==> src/rtl/udp_sched_pkg.sv <==
// udp_sched_pkg
//   Shared definitions for the UDP start scheduler: the FSM state type and
//   the bit positions of the fields inside the control word.
//   No ports; imported by udp_start_sched and its testbench.
package udp_sched_pkg;

  typedef enum logic [1:0] {
    IDLE,
    REQ,
    WAIT_DONE,
    GAP
  } sched_state_t;

  localparam int START_BIT   = 0;
  localparam int STOP_BIT    = 1;
  localparam int PKT_CNT_LSB = 8;
  localparam int PKT_CNT_MSB = 15;
  localparam int GAP_LSB     = 16;
  localparam int GAP_MSB     = 31;

endpackage

==> src/rtl/udp_sched_timer.sv <==
// udp_sched_timer
//   Loadable down-counter with a zero flag. Used for the inter-packet gap
//   and, when enabled, for the WAIT_DONE watchdog.
// Ports:
//   aclk, aresetn  clock / asynchronous active-low reset
//   load           load load_val (has priority over dec)
//   load_val       W-bit value to load
//   dec            decrement by one; holds at zero, never wraps
//   zero           count is zero
module udp_sched_timer #(
  parameter int W = 16
) (
  input  logic         aclk,
  input  logic         aresetn,
  input  logic         load,
  input  logic [W-1:0] load_val,
  input  logic         dec,
  output logic         zero
);

  logic [W-1:0] count;

  // Saturating countdown so a stray dec at zero cannot underflow.
  always_ff @(posedge aclk or negedge aresetn) begin
    if (!aresetn) begin
      count <= '0;
    end else if (load) begin
      count <= load_val;
    end else if (dec && (count != '0)) begin
      count <= count - W'(1);
    end
  end

  assign zero = (count == '0);

endmodule

==> src/rtl/udp_start_sched.sv <==
// udp_start_sched
//   Turns control-register writes into a paced sequence of UDP transmit
//   requests: req/ack/done handshake with the engine, programmable idle gap
//   between packets, packet counter and command-error reporting.
//   Optional macro UDP_TIMEOUT_EN adds a WAIT_DONE watchdog and timeout_o.
// Ports:
//   aclk, aresetn  clock / asynchronous active-low reset
//   data, wren     control word (bit0 START, bit1 STOP, [15:8] PKT_CNT,
//                  [31:16] GAP) and its write strobe
//   udp_req_o      request to the engine, held until acknowledged
//   udp_ack_i      engine accepted the request
//   udp_done_i     one-cycle pulse, packet fully sent
//   busy_o         scheduler not IDLE
//   pkt_sent_o     packets completed since reset (wraps)
//   cmd_err_o      one-cycle pulse on START while busy
//   timeout_o      sticky watchdog flag (UDP_TIMEOUT_EN only)
module udp_start_sched
  import udp_sched_pkg::*;
#(
  parameter int DATA_WIDTH     = 32,
  parameter int CNT_WIDTH      = 16,
  parameter int TIMEOUT_CYCLES = 65535
) (
  input  logic                  aclk,
  input  logic                  aresetn,
  input  logic [DATA_WIDTH-1:0] data,
  input  logic                  wren,
  output logic                  udp_req_o,
  input  logic                  udp_ack_i,
  input  logic                  udp_done_i,
  output logic                  busy_o,
  output logic [CNT_WIDTH-1:0]  pkt_sent_o,
  output logic                  cmd_err_o
`ifdef UDP_TIMEOUT_EN
  ,
  output logic                  timeout_o
`endif
);

  sched_state_t state;
  sched_state_t cpl_state;
  logic [7:0]   remaining;
  logic [15:0]  gap_reg;
  logic         continuous;
  logic         stop_pending;

  logic         wr_start;
  logic         wr_stop;
  logic [7:0]   cmd_cnt;
  logic [15:0]  cmd_gap;
  logic         completion;
  logic         gap_load;
  logic         gap_zero;

  assign wr_start = wren && data[START_BIT];
  assign wr_stop  = wren && data[STOP_BIT];
  assign cmd_cnt  = data[PKT_CNT_MSB:PKT_CNT_LSB];
  assign cmd_gap  = data[GAP_MSB:GAP_LSB];

  logic unused_data_bits;
  assign unused_data_bits = ^{data[PKT_CNT_LSB-1:STOP_BIT+1], data[DATA_WIDTH-1:GAP_MSB]};

  // A done pulse completes the packet either in WAIT_DONE or in REQ when it
  // coincides with the ack. cpl_state is where that completion leads.
  always_comb begin
    completion = udp_done_i &&
                 ((state == WAIT_DONE) || ((state == REQ) && udp_ack_i));
    if (stop_pending || (!continuous && (remaining == 8'd1))) begin
      cpl_state = IDLE;
    end else if (gap_reg == '0) begin
      cpl_state = REQ;
    end else begin
      cpl_state = GAP;
    end
    gap_load = completion && (cpl_state == GAP);
  end

  // Loaded with gap_reg-1 so GAP lasts exactly gap_reg cycles.
  udp_sched_timer #(.W(16)) u_gap_timer (
    .aclk     (aclk),
    .aresetn  (aresetn),
    .load     (gap_load),
    .load_val (gap_reg - 16'd1),
    .dec      (state == GAP),
    .zero     (gap_zero)
  );

`ifdef UDP_TIMEOUT_EN
  localparam int WD_W = $clog2(TIMEOUT_CYCLES + 1);
  logic wd_zero;

  // Armed on entry to WAIT_DONE; reaches zero in the TIMEOUT_CYCLES-th cycle.
  udp_sched_timer #(.W(WD_W)) u_wd_timer (
    .aclk     (aclk),
    .aresetn  (aresetn),
    .load     ((state == REQ) && udp_ack_i && !udp_done_i),
    .load_val (WD_W'(TIMEOUT_CYCLES - 1)),
    .dec      (state == WAIT_DONE),
    .zero     (wd_zero)
  );
`else
  logic unused_timeout_param;
  assign unused_timeout_param = (TIMEOUT_CYCLES != 0);
`endif

  // Main FSM. Outputs are registered alongside the state; a completion is
  // handled after the case so it overrides the per-state defaults.
  always_ff @(posedge aclk or negedge aresetn) begin
    if (!aresetn) begin
      state        <= IDLE;
      udp_req_o    <= 1'b0;
      busy_o       <= 1'b0;
      pkt_sent_o   <= '0;
      cmd_err_o    <= 1'b0;
      remaining    <= '0;
      gap_reg      <= '0;
      continuous   <= 1'b0;
      stop_pending <= 1'b0;
`ifdef UDP_TIMEOUT_EN
      timeout_o    <= 1'b0;
`endif
    end else begin
      cmd_err_o <= wr_start && (state != IDLE);
      if (wr_stop && (state != IDLE)) begin
        stop_pending <= 1'b1;
      end

      case (state)
        IDLE: begin
          // START with STOP in the same word is treated as STOP.
          if (wr_start && !wr_stop) begin
            remaining  <= cmd_cnt;
            continuous <= (cmd_cnt == '0);
            gap_reg    <= cmd_gap;
            state      <= REQ;
            udp_req_o  <= 1'b1;
            busy_o     <= 1'b1;
`ifdef UDP_TIMEOUT_EN
            timeout_o  <= 1'b0;
`endif
          end
        end
        REQ: begin
          if (udp_ack_i && !udp_done_i) begin
            state     <= WAIT_DONE;
            udp_req_o <= 1'b0;
          end
        end
        WAIT_DONE: begin
`ifdef UDP_TIMEOUT_EN
          if (!udp_done_i && wd_zero) begin
            state        <= IDLE;
            busy_o       <= 1'b0;
            timeout_o    <= 1'b1;
            stop_pending <= 1'b0;
          end
`endif
        end
        GAP: begin
          if (gap_zero) begin
            if (stop_pending) begin
              state        <= IDLE;
              busy_o       <= 1'b0;
              stop_pending <= 1'b0;
            end else begin
              state     <= REQ;
              udp_req_o <= 1'b1;
            end
          end
        end
        default: begin
          state <= IDLE;
        end
      endcase

      if (completion) begin
        pkt_sent_o <= pkt_sent_o + CNT_WIDTH'(1);
        if (!continuous) begin
          remaining <= remaining - 8'd1;
        end
        state     <= cpl_state;
        udp_req_o <= (cpl_state == REQ);
        busy_o    <= (cpl_state != IDLE);
        if (cpl_state == IDLE) begin
          stop_pending <= 1'b0;
        end
      end
    end
  end

endmodule

==> config.mk <==
export PLATFORM = sky130hd
export DESIGN_NAME = udp_start_sched
export DESIGN_NICKNAME = d
export VERILOG_FILES = /design/src/rtl/udp_sched_pkg.sv /design/src/rtl/udp_sched_timer.sv /design/src/rtl/udp_start_sched.sv
export SDC_FILE = /design/constraint.sdc
export NUM_CORES = 1
export LEC_CHECK = 0
export BUFFER_PORTS_ARGS = -buffer_cell sky130_fd_sc_hd__buf_2
export CORE_ASPECT_RATIO = 2
export CORE_MARGIN = 4
export CORE_UTILIZATION = 46
export DETAILED_ROUTE_END_ITERATION = 16
export PLACE_DENSITY = 0.72
export SLEW_MARGIN = 10
export SYNTH_ARGS = -nofsm -noshare
export SYNTH_HDL_FRONTEND = slang
export SYNTH_SLANG_ARGS = --single-unit
==> constraint.sdc <==
create_clock -name aclk -period 6.55 [get_ports aclk]
set_input_delay 0.655 -clock aclk [delete_from_list [all_inputs] [get_ports aclk]]
set_output_delay 0.655 -clock aclk [all_outputs]
set_load 0.01 [all_outputs]
==> results of run 1 <==
-- cell usage in the layout (no fill, tap or decap), types with 11 or more instances in the layout --
master / count
o21ai_0: 16
inv_1: 11
mux2_2: 18
nor2_1: 29
nand3_1: 17
nor3_1: 16
xor2_1: 21
a21oi_1: 16
xnor2_1: 19
buf_2: 49
nor4_1: 14
dfrtp_1: 63
nand2_1: 24
-- routing by layer --
metal | GRT usage [%] | routed length (um) | vias to the layer above
li1 | - | - | 1350
met1 | 17.5 | 2760 | 1335
met2 | 34.2 | 4250 | 72
met3 | 3.68 | 290 | 12
met4 | 9.21 | 198 | 0
met5 | 0 | 0 | -
-- cells by family (layout without fill, tap and decap cells) --
logic type	count (synthesis)	after routing	share of synthesized area, %
compound gates	54	54	9.74
flops	63	63	45.8
fa+ha+maj	8	8	2.91
mux	26	26	8.28
simple gates	136	136	20.9
xor+xnor	40	40	10.2
buf+inv	19	77	2.22
-- worst max-delay path by stage --
stage                                 endpoint  slack (ns)
after global routing      u_gap_timer.count[8]        2.38
after CTS                 u_gap_timer.count[8]        2.70
after global placement    u_gap_timer.count[8]        2.85
after detailed placement  u_gap_timer.count[8]        2.74
after floorplan           u_gap_timer.count[6]        3.66
final                     u_gap_timer.count[6]        2.78
-- report_power, final --
| part | total, mW | switching (mW) | internal (mW) |
|---|---|---|---|
| Clock | 0.426 | 0.155 | 0.271 |
| Sequential | 0.723 | 0.176 | 0.546 |
| Combinational | 0.652 | 0.344 | 0.309 |
-- metrics by stage --
step	cell area, um^2	instances	util, %	hold WS (ns)
finish	4060	496	55.8	0.463
global route	4060	496	55.8	0.498
CTS	4060	496	55.8	0.468
detailed placement	3790	482	52.2	0.458
global placement	3790	482	52.2	0.455
floorplan	3440	346	-	0.359
-- cell type report --
class                      count  area [um^2]  share of cell area (%)
sequential                    63         1580                    38.9
inverter                      11         41.3                    1.02
clock buffer                  13          260                    6.41
timing repair buffer          52          268                    6.60
tap                           92          115                    2.84
clock inverter                 1         5.00                   0.123
multi-input combinational    264         1790                    44.2
==> flow_summary.json, run 1 <==
{
  "path_delay_family": "simple AND/OR/NAND/NOR gates",
  "dr.pass1.iters": 6,
  "hp-start": "pkt_sent_o[15]",
  "hold_path_depth": 1,
  "worst_slack_ns": 2.78,
  "clock_path_buffers": 2,
  "fin_tns_setup_ns": 0,
  "tightest_slew_ns": 1.21,
  "critPathLaunchType": "flop",
  "hold_viol_final": 0,
  "die_area_um2": 9020,
  "grt_max_degree": 64,
  "yosysUniqueCellTypes": 49,
  "clock.fmax_mhz": 265,
  "post-dp-hpwl_mm": 5.61,
  "hold_class": "flop to flop",
  "ys_seq_area_share_pct": 45.8,
  "crit_arrival_ns": 3.96,
  "reg2reg_depth": 11,
  "status": "finished clean",
  "synth_area_um2": 3440,
  "synth_warnings": 0,
  "period_minus_slack_ns": 3.77,
  "critPathMaxStageDelay_ns": 0.55,
  "track_usage_pct": 17.7,
  "htreeDepth": 3,
  "rr_endpoint": "u_gap_timer.count[6]",
  "cts_sinks": 63,
  "avgViaCountPerCell": 5.58,
  "critical_path_depth": 11,
  "gr-total-overflow": 0,
  "ant_nets": 0,
  "peakVddDrop_uv": 293,
  "syn2layout_area_growth_pct": 17.8,
  "cts_tree": "done",
  "cpMaxStageDelayCell": "a211oi_1",
  "drv_cap": 0,
  "postCtsSetupBuffers": 0,
  "final_layout_size_suffix_gt1_share_pct": 22.0,
  "yosysMostFrequentCell": "dfrtp_1",
  "syn_area_per_cell_um2": 9.96,
  "die_h_um": 130,
  "start_util_pct": 47.4,
  "slew_headroom_pct": 18.7,
  "yosysTopAreaCell": "dfrtp_1",
  "crit_required_ns": 6.74,
  "syn_nets": 391,
  "port_buffers": 49,
  "via_count": 2769,
  "worstSetupPathType": "flop to flop",
  "antenna_cells": 0,
  "dp_slack_ns": 2.74,
  "crit_buf_inv": 1,
  "power.density_nw_per_um2": 444,
  "ios": 56,
  "crit_path_max_fanout": 14,
  "yosysTopAreaCellShare_pct": 45.8,
  "cts_root_buffer": "clkbuf_16",
  "place.gp.congestion": 0.846,
  "fillerInstances": 680,
  "synth-edff-count": 0,
  "p_leak_nw": 1.77,
  "grt_pass1_wl_mm": 12.8,
  "finClkSkew_ns": 0.00330,
  "clk_latency_ns": 0.33,
  "numCtsBuffers": 9,
  "antenna_found_initial": 0,
  "drt_iter0_markers": 63,
  "nNetsFinal": 446,
  "ys.flop_type": "dfrtp_1",
  "synth_common_cells": "63 x dfrtp_1, 29 x nor2_1, 24 x nand2_1, 21 x xor2_1, 19 x xnor2_1",
  "rsz0062_at_grt": "no",
  "wire_per_inst_um": 15.1,
  "cts_resized": 0,
  "report.final.slew_viol_count": 0,
  "core_area_um2": 7270,
  "synthArstFlopShare_pct": 100,
  "cts_hold_buf": 0,
  "total_power_mw": 1.80,
  "yosys-top-cells-area": "dfrtp_1 46%, mux2_2 5.9%, xor2_1 5.3%, xnor2_1 4.8%, nor2_1 3.2%",
  "crit_chain": "inv_1, ha_1, a21oi_1, a211oi_1, nand2_1, mux2i_1, ha_1, o21ai_1, or4_1, xor2_1, mux2i_1",
  "synth-seq-cells": 63,
  "r2r_slack_ns": 2.78,
  "min_to": "pkt_sent_o[15]",
  "finalSetupViolations": 0,
  "end_kind": "flop",
  "synthCells": 346,
  "wl_mm": 7.50,
  "fin_crit_sh_pct": 57.6,
  "cts.reportedPaths.clkPinSlew_ns": 0.05,
  "die_w_um": 69.2,
  "r2r_start": "state[1]",
  "std_cell_rows": 44,
  "drt_drc_violations_left": 0,
  "grt_pass1_vias": 2806,
  "startpoint": "state[1]"
}
No activity file was read; power rests on OpenSTA's default activity.
==> inputs of run 2 (changes only) <==
Settings changed: PLACE_DENSITY 0.72 to 0.75.
Clock period 6.55 ns to 3.4 ns, I/O delays scaled along.
==> run 2 against run 1 <==
Net effect: first-iteration DRC count grew 48%; combinational power increased by 100%; fmax increased by 21%; sequential cell count is the same; non-clock buffer count grew 11; sequential power is 94% higher; clock power up 120%; cell count rose by 2.6%; global-route usage grew 0.79 points.
==> flow_summary.json, run 2 (synthesized netlist as in run 1, its figures left out) <==
{
  "via_count": 2838,
  "drt_iter0_markers": 93,
  "power.share.clock_pct": 25.6,
  "hold_class": "input pin to asynchronous set/reset pin",
  "r2r_slack_ns": 0.28,
  "core_area_um2": 7270,
  "critPathLaunchType": "flop",
  "hold_viol_final": 0,
  "dr.pass1.iters": 4,
  "die_area_um2": 9020,
  "period_minus_slack_ns": 3.12,
  "wire_per_inst_um": 15.2,
  "startpoint": "gap_reg[3]",
  "slew_headroom_pct": 49.3,
  "cts_root_buffer": "clkbuf_16",
  "gr-total-overflow": 0,
  "end_kind": "flop",
  "report.final.slew_viol_count": 0,
  "ant_nets": 0,
  "rsz0062_at_grt": "no",
  "grt_pass1_wl_mm": 13.2,
  "clock.fmax_mhz": 321,
  "status": "finished clean",
  "place.gp.congestion": 0.848,
  "peakVddDrop_uv": 480,
  "crit_path_end": "u_gap_timer.count[6]",
  "drt_drc_violations_left": 0,
  "rr_endpoint": "u_gap_timer.count[6]",
  "tightest_slew_ns": 0.760,
  "nNetsFinal": 457,
  "numCtsBuffers": 9,
  "mostFrequentLayoutCell": "dfrtp_1",
  "pwr-share-seq_pct": 38.2,
  "crit_arrival_ns": 3.37,
  "finClkSkew_ns": 0.00421,
  "final_layout_size_suffix_gt1_share_pct": 25.4,
  "antenna_found_initial": 0,
  "fillerInstances": 673,
  "post-dp-hpwl_mm": 5.87,
  "start_util_pct": 47.4,
  "final_cell_mix": "63 x dfrtp_1, 49 x buf_2, 28 x nor2_1",
  "drv_cap": 0,
  "r2r_start": "gap_reg[3]",
  "wl_mm": 7.74,
  "cts_sinks": 63,
  "cts.reportedPaths.clkPinSlew_ns": 0.05,
  "intPower_mw": 2.32,
  "fin_tns_setup_ns": 0,
  "grt_pass1_vias": 2933,
  "total_power_mw": 3.65,
  "finalNonFillerCells": 509,
  "switching_share_pct": 36.6,
  "p_leak_nw": 1.84,
  "port_buffers": 49,
  "clock_path_buffers": 2,
  "power.net_switching_mw": 1.34,
  "worstSetupPathType": "flop to flop",
  "avgViaCountPerCell": 5.58,
  "cts_tree": "done",
  "die_w_um": 69.2,
  "grt_max_degree": 30,
  "crit_required_ns": 3.65,
  "dp_cells": 493,
  "antenna_cells": 0,
  "power.density_nw_per_um2": 869,
  "track_usage_pct": 18.5,
  "clk_latency_ns": 0.33,
  "combinationalPowerShare_pct": 36.2,
  "syn2layout_area_growth_pct": 21.9,
  "reg2reg_depth": 11,
  "htreeDepth": 3,
  "finalSetupViolations": 0,
  "die_h_um": 130,
  "crit_path_max_fanout": 7,
  "std_cell_rows": 44,
  "ios": 56,
  "fin_crit_sh_pct": 91.7
}
==> run 2: area by class of cell <==
type / count / area (um^2) / share of cell area (%)
clock buffers: 13 / 270 / 6.43
clock inverters: 3 / 40.0 / 0.953
inverters: 11 / 41.3 / 0.983
multi-input cells: 264 / 1810 / 43.0
flip-flops and latches: 63 / 1580 / 37.5
well taps: 92 / 115 / 2.74
repair buffers: 63 / 350 / 8.34
==> run 2: power by group through the flow <==
stage | combinational, mW | clock, mW | sequential, mW
after floorplan | 0.960 | 0 | 1.33
after global placement | 1.27 | 0 | 1.37
after detailed placement | 1.31 | 0 | 1.39
after CTS | 1.32 | 0.956 | 1.38
after global routing | 1.48 | 0.994 | 1.44
final | 1.32 | 0.935 | 1.40
==> run 2: timing repair <==
| action | 4_1_cts | 5_1_grt |
|---|---|---|
| setup endpoints to repair | 0 | 2 |
| hold buffers | 0 | 0 |
| resized for setup | 0 | 3 |
| setup buffers | 0 | 0 |
==> run 2: worst max-delay path, stage by stage, from the launching register on <==
cell and delay, ns:
dfrtp_1 0.44, nor4_2 0.32, buf_4 0.16, nand3_1 0.10
or3_1 0.36, nand2_1 0.20, mux2i_1 0.22, ha_1 0.26
o21ai_1 0.23, or4_1 0.47, xor2_1 0.16, mux2i_1 0.13
==> run 2: routing by layer <==
| metal | global-route usage [%] | vias up | routed length (um) |
|---|---|---|---|
| li1 | - | 1377 | - |
| met1 | 18.2 | 1369 | 2860 |
| met4 | 10.1 | 0 | 235 |
| met2 | 35.3 | 67 | 4380 |
| met3 | 4.29 | 25 | 271 |
| met5 | 0 | - | 0 |
==> run 2: through the flow <==
stage                     cell area, um^2  util, %  hold slack [ns]  worst slack (ns)
after CTS                            4190     57.6           0.0643             0.146
after global routing                 4200     57.8            0.104            0.0489
after floorplan                      3440        -           0.0444             0.510
final                                4200     57.8           0.0466             0.282
after detailed placement             3870     53.3            0.414             0.160
after global placement               3870     53.3            0.409             0.210
==> run 2: worst min-delay path by stage <==
| stage | from | end | slack (ns) | cells after the start |
|---|---|---|---|---|
| after global routing | aresetn | u_gap_timer.count[14] | 0.10 | 1 |
| after global placement | aresetn | pkt_sent_o[0] | 0.41 | 1 |
| after floorplan | aresetn | busy_o | 0.04 | 0 |
| after CTS | aresetn | u_gap_timer.count[14] | 0.06 | 1 |
| after detailed placement | aresetn | pkt_sent_o[0] | 0.41 | 1 |
| final | aresetn | u_gap_timer.count[14] | 0.05 | 1 |
